**config.mk**
```make
export PLATFORM = sky130hd
export DESIGN_NAME = mips_alu_32_flat
export DESIGN_NICKNAME = d
export VERILOG_FILES = /design/src/rtl/mips_alu_32_if.sv /design/src/rtl/mips_alu_32.sv /design/src/flat_wrapper.sv
export SDC_FILE = /design/constraint.sdc
export NUM_CORES = 1
export LEC_CHECK = 0
export ABC_AREA = 1
export CORE_ASPECT_RATIO = 0.75
export CORE_UTILIZATION = 50
export CTS_CLUSTER_SIZE = 28
export DETAILED_ROUTE_END_ITERATION = 10
export PLACE_DENSITY = 0.8
export SYNTH_ARGS = -nofsm -noshare
export SYNTH_HDL_FRONTEND = slang
export SYNTH_SLANG_ARGS = --single-unit
```
**constraint.sdc**
```tcl
create_clock -name clock -period 1.7 [get_ports clock]
set_clock_uncertainty 0.2 [all_clocks]
set_input_delay 0.34 -clock clock [delete_from_list [all_inputs] [get_ports clock]]
set_output_delay 0.34 -clock clock [all_outputs]
set_load 0.05 [all_outputs]
```
**src/rtl/mips_alu_32_if.sv**
```systemverilog
// Operand/result bundle for the execute-stage ALU.
// The datapath side drives operands and the control code. The ALU drives the
// registered result and status flags back.
interface mips_alu_32_if;
  logic [31:0] input_a;
  logic [31:0] input_b;
  logic [3:0]  control;
  logic [31:0] result;
  logic        zero;
  logic        cout;
  logic        err_overflow;
  logic        err_invalid_control;

  // Operand source (datapath / testbench)
  modport master (
    output input_a, input_b, control,
    input  result, zero, cout, err_overflow, err_invalid_control
  );

  // ALU side
  modport slave (
    input  input_a, input_b, control,
    output result, zero, cout, err_overflow, err_invalid_control
  );
endinterface

```
**src/rtl/mips_alu_32.sv**
```systemverilog
// 32-bit registered MIPS execute-stage ALU.
// The combinational datapath computes AND/OR/NOR, signed and unsigned add,
// subtract and signed set-less-than, plus carry, overflow and zero flags.
// A single output register bank captures everything on the rising clock edge.
// Latency is one cycle, and a new operation is accepted every cycle.
module mips_alu_32 (
  input  logic          clock,
  input  logic          reset_n,
  mips_alu_32_if.slave  bus
);

  // Control encodings; benches may reference these hierarchically.
  localparam logic [3:0] CONTROL_AND          = 4'b0000;
  localparam logic [3:0] CONTROL_OR           = 4'b0001;
  localparam logic [3:0] CONTROL_ADD          = 4'b0010;
  localparam logic [3:0] CONTROL_ADD_UNSIGNED = 4'b0011;
  localparam logic [3:0] CONTROL_SUB          = 4'b0110;
  localparam logic [3:0] CONTROL_SLT          = 4'b0111;
  localparam logic [3:0] CONTROL_NOR          = 4'b1100;

  logic [31:0] a;
  logic [31:0] b;

  // 33-bit sums; bit 32 is the carry out of bit 31.
  logic [32:0] add_full;
  logic [32:0] sub_full;
  logic        add_ovf;
  logic        sub_ovf;
  logic        slt_lt;

  // Next-state values for the output register bank.
  logic [31:0] result_d;
  logic        zero_d;
  logic        cout_d;
  logic        ovf_d;
  logic        inv_d;

  // Registered outputs.
  logic [31:0] result_q;
  logic        zero_q;
  logic        cout_q;
  logic        ovf_q;
  logic        inv_q;

  assign a = bus.input_a;
  assign b = bus.input_b;

  // Shared adder paths: a+b, and a+~b+1 for subtract and set-less-than.
  always_comb begin
    add_full = {1'b0, a} + {1'b0, b};
    sub_full = {1'b0, a} + {1'b0, ~b} + 33'd1;
    add_ovf  = (a[31] == b[31]) && (add_full[31] != a[31]);
    sub_ovf  = (a[31] != b[31]) && (sub_full[31] != a[31]);
    // The sign of a-b is wrong exactly when the subtract overflowed, so the
    // XOR with the overflow bit gives a correct result at the extremes.
    slt_lt   = sub_full[31] ^ sub_ovf;
  end

  // Operation select and flag generation.
  always_comb begin
    // NOTE: every output gets a default before the case. A path that leaves a
    // signal unassigned in combinational logic would infer a latch.
    result_d = 32'd0;
    cout_d   = 1'b0;
    ovf_d    = 1'b0;
    inv_d    = 1'b0;
    unique case (bus.control)
      CONTROL_AND: result_d = a & b;
      CONTROL_OR:  result_d = a | b;
      CONTROL_NOR: result_d = ~(a | b);
      CONTROL_ADD_UNSIGNED: begin
        result_d = add_full[31:0];
        cout_d   = add_full[32];
      end
      CONTROL_ADD: begin
        result_d = add_full[31:0];
        cout_d   = add_full[32];
        ovf_d    = add_ovf;
      end
      CONTROL_SUB: begin
        // cout=1 means no borrow occurred.
        result_d = sub_full[31:0];
        cout_d   = sub_full[32];
        ovf_d    = sub_ovf;
      end
      CONTROL_SLT: result_d = {31'd0, slt_lt};
      default:     inv_d    = 1'b1;
    endcase
    // An invalid code is never reported as a zero result.
    zero_d = !inv_d && (result_d == 32'd0);
  end

  // Output register bank; async reset clears all outputs immediately.
  always_ff @(posedge clock or negedge reset_n) begin
    if (!reset_n) begin
      result_q <= 32'd0;
      zero_q   <= 1'b0;
      cout_q   <= 1'b0;
      ovf_q    <= 1'b0;
      inv_q    <= 1'b0;
    end else begin
      // NOTE: non-blocking assignments. All registers update together from
      // values computed before the edge, so the result does not depend on
      // the order of the statements.
      result_q <= result_d;
      zero_q   <= zero_d;
      cout_q   <= cout_d;
      ovf_q    <= ovf_d;
      inv_q    <= inv_d;
    end
  end

  assign bus.result              = result_q;
  assign bus.zero                = zero_q;
  assign bus.cout                = cout_q;
  assign bus.err_overflow        = ovf_q;
  assign bus.err_invalid_control = inv_q;

endmodule

```
**src/flat_wrapper.sv**
```systemverilog
// flat-port wrapper written by rule: the top's interface ports become plain ports
module mips_alu_32_flat 
  (clock, reset_n, bus_input_a, bus_input_b, bus_control, bus_result, bus_zero, bus_cout, bus_err_overflow, bus_err_invalid_control);
  mips_alu_32_if bus_i ();
  input  logic clock;
  input  logic reset_n;
  input wire logic [$bits(bus_i.input_a)-1:0] bus_input_a;
  input wire logic [$bits(bus_i.input_b)-1:0] bus_input_b;
  input wire logic [$bits(bus_i.control)-1:0] bus_control;
  output wire logic [$bits(bus_i.result)-1:0] bus_result;
  output wire logic [$bits(bus_i.zero)-1:0] bus_zero;
  output wire logic [$bits(bus_i.cout)-1:0] bus_cout;
  output wire logic [$bits(bus_i.err_overflow)-1:0] bus_err_overflow;
  output wire logic [$bits(bus_i.err_invalid_control)-1:0] bus_err_invalid_control;
  assign bus_i.input_a = bus_input_a;
  assign bus_i.input_b = bus_input_b;
  assign bus_i.control = bus_control;
  assign bus_result = bus_i.result;
  assign bus_zero = bus_i.zero;
  assign bus_cout = bus_i.cout;
  assign bus_err_overflow = bus_i.err_overflow;
  assign bus_err_invalid_control = bus_i.err_invalid_control;
  mips_alu_32 u_core (.clock(clock), .reset_n(reset_n), .bus(bus_i));
endmodule
```
==> results.ini, run 1 <==
[logic_synthesis]
synth_fp_nets = 1563
synth_top_cell_area_share = 0.194
async_reset_ff_frac = 1.00
ys_top_cells_by_count = nand2_1, inv_1, nor2_1
synthFlopType = dfrtp_1
syn_avg_cell_area_sq_um = 5.64
yosys_warnings = 0
yosys.area.top_type = nand2_1
ys_top_cells_by_area = nand2_1, ha_1, inv_1, dfrtp_1, nand3_1
syn_inst = 1387
synth_area_sq_um = 7830
synth-edff-count = 0
synth-seq-area-share = 0.115
ys_ff_latch = 36
synth_cell_types = 41
post-synth-top-count-cell = nand2_1

[clocking]
cts_buffers = 5
htreeDepth = 2
clockBufferDepth = 2
clockRootBuffer = clkbuf_16
cts_sinks = 36

[placed_design]
io_buffers = 105
placed_cell_area_sq_um = 12600
place_congestion = 1.03
placedCellCount = 2029
hpwlAfterDp_microns = 30300

[grt]
track_usage = 0.759
grt_overflow = 84
grt_pass1_wl_microns = 92100
grt_pass1_vias = 15445
grt_max_degree = 37

[outcome]
tool.error = [ERROR GRT-0116] Global routing finished with congestion. Check the congestion regions in the DRC Viewer.
run_status = aborted with a tool error
lastStage = 5_1_grt

[floorplanning]
dieWidth_microns = 146
rows = 39
start_util = 0.512
ioPinCount = 106
die_y_microns = 110

==> metrics by stage <==
step                setup WS, ps  utilization  setup TNS (ps)
floorplan                  -1230            -           -9710
global placement           -1980        0.825          -44770
detailed placement         -2160        0.825          -47120
CTS                        -1200        0.953          -19610
==> cells by family after synthesis <==
family                   count (synthesis)  synth area share
AO/OA/AOI/OAI                          142             0.110
AND/OR/NAND/NOR                        772             0.429
adder cells (fa/ha/maj)                106             0.172
flip-flops                              36             0.115
XOR/XNOR                                 2           0.00224
buffers and inverters                  329             0.171
==> routing by layer <==
layer  track usage  GRT overflow
met1         0.733             0
met2         0.972            48
met3         0.584             2
met4         0.806            34
met5         0.275             0
==> what timing repair did <==
action | CTS
setup endpoints to repair | 35
setup buffers | 73
hold buffers | 0
pin swaps | 133
gates resized for setup | 670
==> run 2, diff against run 1 <==
- CORE_ASPECT_RATIO: 0.75 -> not set
- CORE_UTILIZATION: 50 -> 35
- CTS_CLUSTER_SIZE: 28 -> not set
- PLACE_DENSITY: 0.8 -> not set
- PLACE_DENSITY_LB_ADDON: not set -> 0.15
==> run 2 against run 1 <==
Against the previous run:
- the flow now finishes, with violations (negative setup slack)
- area after synthesis is the same
- synthesized cell count stayed put
==> results.ini, run 2 <==
[routing]
vias_per_cell = 5.05
ant_nets = 0
vias = 11566
drc = 0
totalWireLength_microns = 40600
drt_iter0_drc = 759
drt_first_pass_iters = 7
wl_per_cell_microns = 17.7

[logic_synthesis]
syn_inst = 1387  ; unchanged
synth-edff-count = 0  ; unchanged
ys_ff_latch = 36  ; unchanged
async_reset_ff_frac = 1.00  ; unchanged
post-synth-top-count-cell = nand2_1
syn_avg_cell_area_sq_um = 5.64  ; unchanged
synth_cell_types = 41  ; unchanged
synth-seq-area-share = 0.115  ; unchanged
synth_fp_nets = 1563  ; unchanged
synth_area_sq_um = 7830  ; unchanged
yosys.area.top_type = nand2_1
ys_top_cells_by_count = nand2_1, inv_1, nor2_1
ys_top_cells_by_area = nand2_1, ha_1, inv_1, dfrtp_1, nand3_1
synth_top_cell_area_share = 0.194  ; unchanged
synthFlopType = dfrtp_1
yosys_warnings = 0  ; unchanged

[sta]
setup_slack_ps = -1200
rsz0062_at_grt = yes
finalSetupViolCount = 35
fin_crit_ps = 2900
max-slew-margin-rel = 0.651
post-route-period-util = 1.70
tightest_slew_ps = 524
maxSlewViolCount = 0
tns_ps = -19580
max_freq_mhz = 345
finalHoldViolations = 0

[grt]
antenna_found_initial = 1
grt_overflow = 0
grt_max_degree = 37
grt_pass1_vias = 10650
grt_pass1_wl_microns = 55700
track_usage = 0.324

[floorplanning]
core_sq_um = 21900
dieWidth_microns = 152  ; +3.5%
start_util = 0.358  ; -0.155
die_area_sq_um = 23000
rows = 54  ; +38%
ioPinCount = 106  ; unchanged
die_y_microns = 152  ; +37%

[finish]
largest_reg_flops = 32
finalNetCount = 2185
finish.utilization = 0.789
fin_area_sq_um = 17300
antenna_cells = 0
fill_cells = 1561
drive_gt1_frac = 0.638
final_common_cell = buf_4
synthToLayoutAreaGrowth_pct = 121
final_cell_mix = buf_4, nand2_1, inv_1, buf_6, nand2_2

[critical_path]
worstPathRequired_ps = 1710
crit_arrival_ps = 2900
criticalPathCategory = in -> reg
crit_path_start = bus_input_b[2]
cp-end-kind = register
crit_path_start_kind = input pin
worstPathMaxFanout = 3

[power]
p_int_uw = 4430
sw_frac_of_total = 0.441
sequentialPowerShare = 0.126
clkPwrFrac = 0.130
p_leak_uw = 0.00915
cellPowerDensity_nw_per_um2 = 459
irDropWorstVdd_mv = 0.372
power_frac_comb = 0.744
power.switching_uw = 3500

[worst_hold_path]
hp-class = in -> reg
hp-start = bus_control[3]

[placed_design]
place_congestion = 0.968  ; -6.1%
placed_cell_area_sq_um = 13100  ; +4.1%
post-place-ws_ps = -2090  ; +70.8 ps
hpwlAfterDp_microns = 30000  ; -0.76%
io_buffers = 105  ; unchanged

[clocking]
clockBufferDepth = 2  ; unchanged
clockRootBuffer = clkbuf_16
htreeDepth = 2  ; unchanged
path_clk_slew_ps = 50
cts_sinks = 36  ; unchanged
cts_tree = done
cts_buffers = 5  ; unchanged

[outcome]
run_status = finished with violations
violations = negative setup slack

[job]
maxCapViolations = 0

-- run 2: cell counts after synthesis --
No cell type changed its count.
-- run 2: cell families after synthesis --
group | share of synthesized area
simple gates | 0.429
buf+inv | 0.171
compound gates | 0.110
fa+ha+maj | 0.172
flops | 0.115
xor+xnor | 0.00224
-- run 2: path summary, 6_finish.rpt --
kind | endpoint | slack [ps] | cells past startpoint
min in group asynchronous | u_core.bus.result[3] | 440 | 3
max in group asynchronous | u_core.bus.result[22] | 550 | 3
max | u_core.bus.zero | -1200 | 21
min | u_core.bus.err_overflow | 430 | 5
-- run 2: worst max-delay path, cell delays in order --
cell,delay [ps]
buf_8,80
inv_6,30
ha_4,290
inv_4,40
nand2_2,60
nand2_2,70
nand2_2,90
nand3_4,100
nand2_4,90
nand3_4,110
nand2_4,80
nand2_2,60
nand3_2,70
nand2_2,60
fa_1,490
a32o_2,270
a211oi_2,160
nand2_2,80
nor3_2,170
nand2_1,70
nor2_1,100
-- run 2: per-layer routing --
metal	vias to the layer above	part of all wire	GRT usage
met5	-	0.00032	0
li1	5556	-	-
met4	2	0.038	0.121
met2	489	0.47	0.539
met1	5404	0.43	0.427
met3	115	0.065	0.0377
-- run 2: timing repair --
item	4_1_cts	5_1_grt
pin swaps	155	161
resized for setup	764	384
cloned	0	1
hold buffers	1	0
setup buffers	95	60
endpoints found under the setup margin	35	36
endpoints found under the hold margin	36	0
-- run 2: cell type report --
type / instances / area (sq um) / area share
multi-input combinational: 1022 / 8460 / 0.489
timing repair buffer: 653 / 6160 / 0.357
inverter: 291 / 1240 / 0.0720
sequential: 36 / 901 / 0.0521
tap: 280 / 350 / 0.0203
clock buffer: 5 / 125 / 0.00724
clock inverter: 3 / 42.5 / 0.00246
-- run 2: power by group through the flow --
| stage | Combinational, uW | Clock [uW] | Sequential, uW |
|---|---|---|---|
| 2_1_floorplan | 1770 | 0 | 1250 |
| 3_5_place_dp | 4200 | 0 | 1010 |
| 4_1_cts | 5080 | 1040 | 1000 |
| 5_1_grt | 6220 | 1090 | 1000 |
| 3_3_place_gp | 4160 | 0 | 1010 |
| 6_report | 5900 | 1030 | 998 |
-- run 2: stage by stage --
stage	instances	hold slack [ps]	total power, uW
after floorplan	1387	-156	3020
after global placement	2159	188	5180
after detailed placement	2159	204	5210
after CTS	2253	453	7130
after global routing	2290	461	8310
final	2290	427	7930
(Power assumes the default switching activity.)
==> RTL change: new RTL, config.mk and constraints of run 2 <==
Make the reset (`reset_n`) synchronous in one clocked block. Comments in the files are not updated.
--- a/src/rtl/mips_alu_32.sv
+++ b/src/rtl/mips_alu_32.sv
@@ -91,7 +91,7 @@
   end
 
   // Output register bank; async reset clears all outputs immediately.
-  always_ff @(posedge clock or negedge reset_n) begin
+  always_ff @(posedge clock) begin
     if (!reset_n) begin
       result_q <= 32'd0;
       zero_q   <= 1'b0;
Formal check against the unedited RTL: differs if reset_n is asserted again (counterexample within 4 cycles, from zero or initial values and one cycle with reset_n low); with reset_n held inactive, the same outputs for 10 cycles.
==> RTL change against run 2 <==
The flow still finishes with violations (negative setup slack). Worst setup slack worse by 0.23 ns. Hold slack worse by 0.14 ns. Maximum frequency down 7.3%. Cell area down 6.3%. Wire length down 6.8%. Synthesized area down 2.0%. Total power down 11%. Sequential cell count unchanged. Largest power group unchanged. Highest routed layer is now met4.
==> RTL change: results (changes against run 2) <==
Clock network
  – CTS HTree Levels: 2 (unchanged)
  – Root Buffer: clkbuf_16
  – Max Buffers Root-to-Sink: 2 (unchanged)
  – Clk slew on worst S/H paths: around 0.06 ns
  – CTS buffer count: 5 (unchanged)

STA
  – Setup violators final: 34 (-2.9%)
  – Slew headroom: 0.633 (-0.0182)
  – Final worst slack: -1.42 ns (-0.227 ns)
  – Setup TNS: -21.81 ns (-2.23 ns)

Placed design
  – DPL Wire Length: 28400 um (-5.5%)
  – Pre-CTS setup slack: -2.25 ns (-0.155 ns)
  – GP Congestion: 0.928 (-4.1%)
  – Area after DPL: 12700 um^2 (-3.3%)
  – Number of I/O port buffers: 105 (unchanged)

Final layout
  – Layout cells sized above 1: 0.604 (-0.0341)
  – Max reg flops: 32 (unchanged)
  – Fillcell total: 1583 (+1.4%)
  – ANT cells: 0 (unchanged)
  – Nets: 2109 (-3.5%)

Route
  – First-pass detailed-route iteration total: 5 (-2)
  – Via-to-Cell Ratio: 5.03 (-0.33%)
  – DR WL/cell: 17.1 um (-3.4%)
  – Initial DRC Count: 719 (-5.3%)

Worst setup path
  – Crit-path max FO: 2 (-1)
  – Critical path arrival: 3.13 ns (+0.23 ns)
  – Worst path slowest cell: fa_1
  – Largest stage delay, worst path: 0.51 ns (+0.02 ns)
  – Crit path max-delay family: compound AO/OA/AOI/OAI gates

Synthesis
  – Most frequent cells after synthesis: nand2_1 (404), inv_1 (267), nor2_1 (167), nand3_1 (121), ha_1 (103)
  – Synthesis Warnings: 0 (unchanged)
  – Syn Nets: 1562 (-0.064%)
  – Register area share after synthesis: 0.0940 (-0.0211)
  – Synth cell types: 45 (+9.8%)
  – Synth Flop Type: dfxtp_1
  – Largest cells by area after synthesis: nand2_1 (20%), ha_1 (17%), inv_1 (13%)
  – Synth async-reset ratio: 0 (-1.00)

GRT
  – First-pass GRT wire length: 55100 um (-1.1%)
  – GR Util All Layers: 0.319 (-0.00514)
  – Pin count of the biggest net entering global routing: 29 (-22%)
  – Via count of the first global-routing pass: 10400 (-2.3%)
  – Initial antenna violation count: 0 (-1)

Power
  – Worst vdd ir: 0.385 mV (+3.3%)
  – Leak: 0.00837 uW (-8.5%)

Outcome
  – Failing checks: negative setup slack
  – Outcome: complete, but fails checks

Hold path
  – HP Class: in -> reg
RTL change: cell types whose count changed after synthesis, moves of 11 or more:
cell | run 2 | this run
a31oi_1 | 0 | 11
dfrtp_1 | 36 | 0
dfxtp_1 | 0 | 36
nor2_1 | 147 | 167
a21oi_1 | 67 | 53
RTL change: area by class of cell:
class | count | area, um^2 | share of cell area
flip-flops and latches | 36 | 721 | 0.0445
well taps | 275 | 344 | 0.0212
clock buffers | 6 | 129 | 0.00796
inverters | 280 | 1180 | 0.0732
clock inverters | 1 | 5.00 | 0.000309
multi-input cells | 1031 | 8330 | 0.514
repair buffers | 579 | 5480 | 0.339
RTL change: per-layer routing:
metal  global-route usage  share of wire  up-vias
li1                     -              -     5425
met1                0.429           0.43     5177
met2                0.548           0.48      430
met3               0.0360          0.068       83
met4               0.0571          0.022        0
met5                    0              0        -
RTL change: cell families after synthesis:
| group | count (synthesis) | share of synthesized area |
|---|---|---|
| XOR/XNOR | 3 | 0.00343 |
| flip-flops | 36 | 0.0940 |
| adder cells (fa/ha/maj) | 106 | 0.176 |
| AO/OA/AOI/OAI | 147 | 0.122 |
| buffers and inverters | 319 | 0.171 |
| AND/OR/NAND/NOR | 775 | 0.434 |
RTL change: power by group:
part / leakage [uW] / internal, uW / switching (uW)
registers: 0.000294 / 894 / 40.7
clock network: 0.0000667 / 532 / 324
logic: 0.00801 / 2460 / 2780
RTL change: metrics by stage:
step | hold slack [ns] | cells
floorplan | 0.233 | 1386
global placement | 0.587 | 2094
detailed placement | 0.588 | 2094
CTS | 0.295 | 2180
global route | 0.353 | 2208
finish | 0.292 | 2208
RTL change: timing repair:
action | in CTS | in global routing
setup endpoints to repair | 35 | 35
endpoints found under the hold margin | 0 | 0
hold buffers | 0 | 0
setup buffers | 91 | 46
cloned | 2 | 0
gates resized for setup | 675 | 316
pin swaps | 163 | 144
RTL change: worst paths after layout:
| check | from | to | slack [ns] | cells after the start |
|---|---|---|---|---|
| setup / recovery | bus_input_b[24] | u_core.bus.zero | -1.42 | 22 |
| hold / removal | bus_control[3] | u_core.bus.err_invalid_control | 0.29 | 5 |
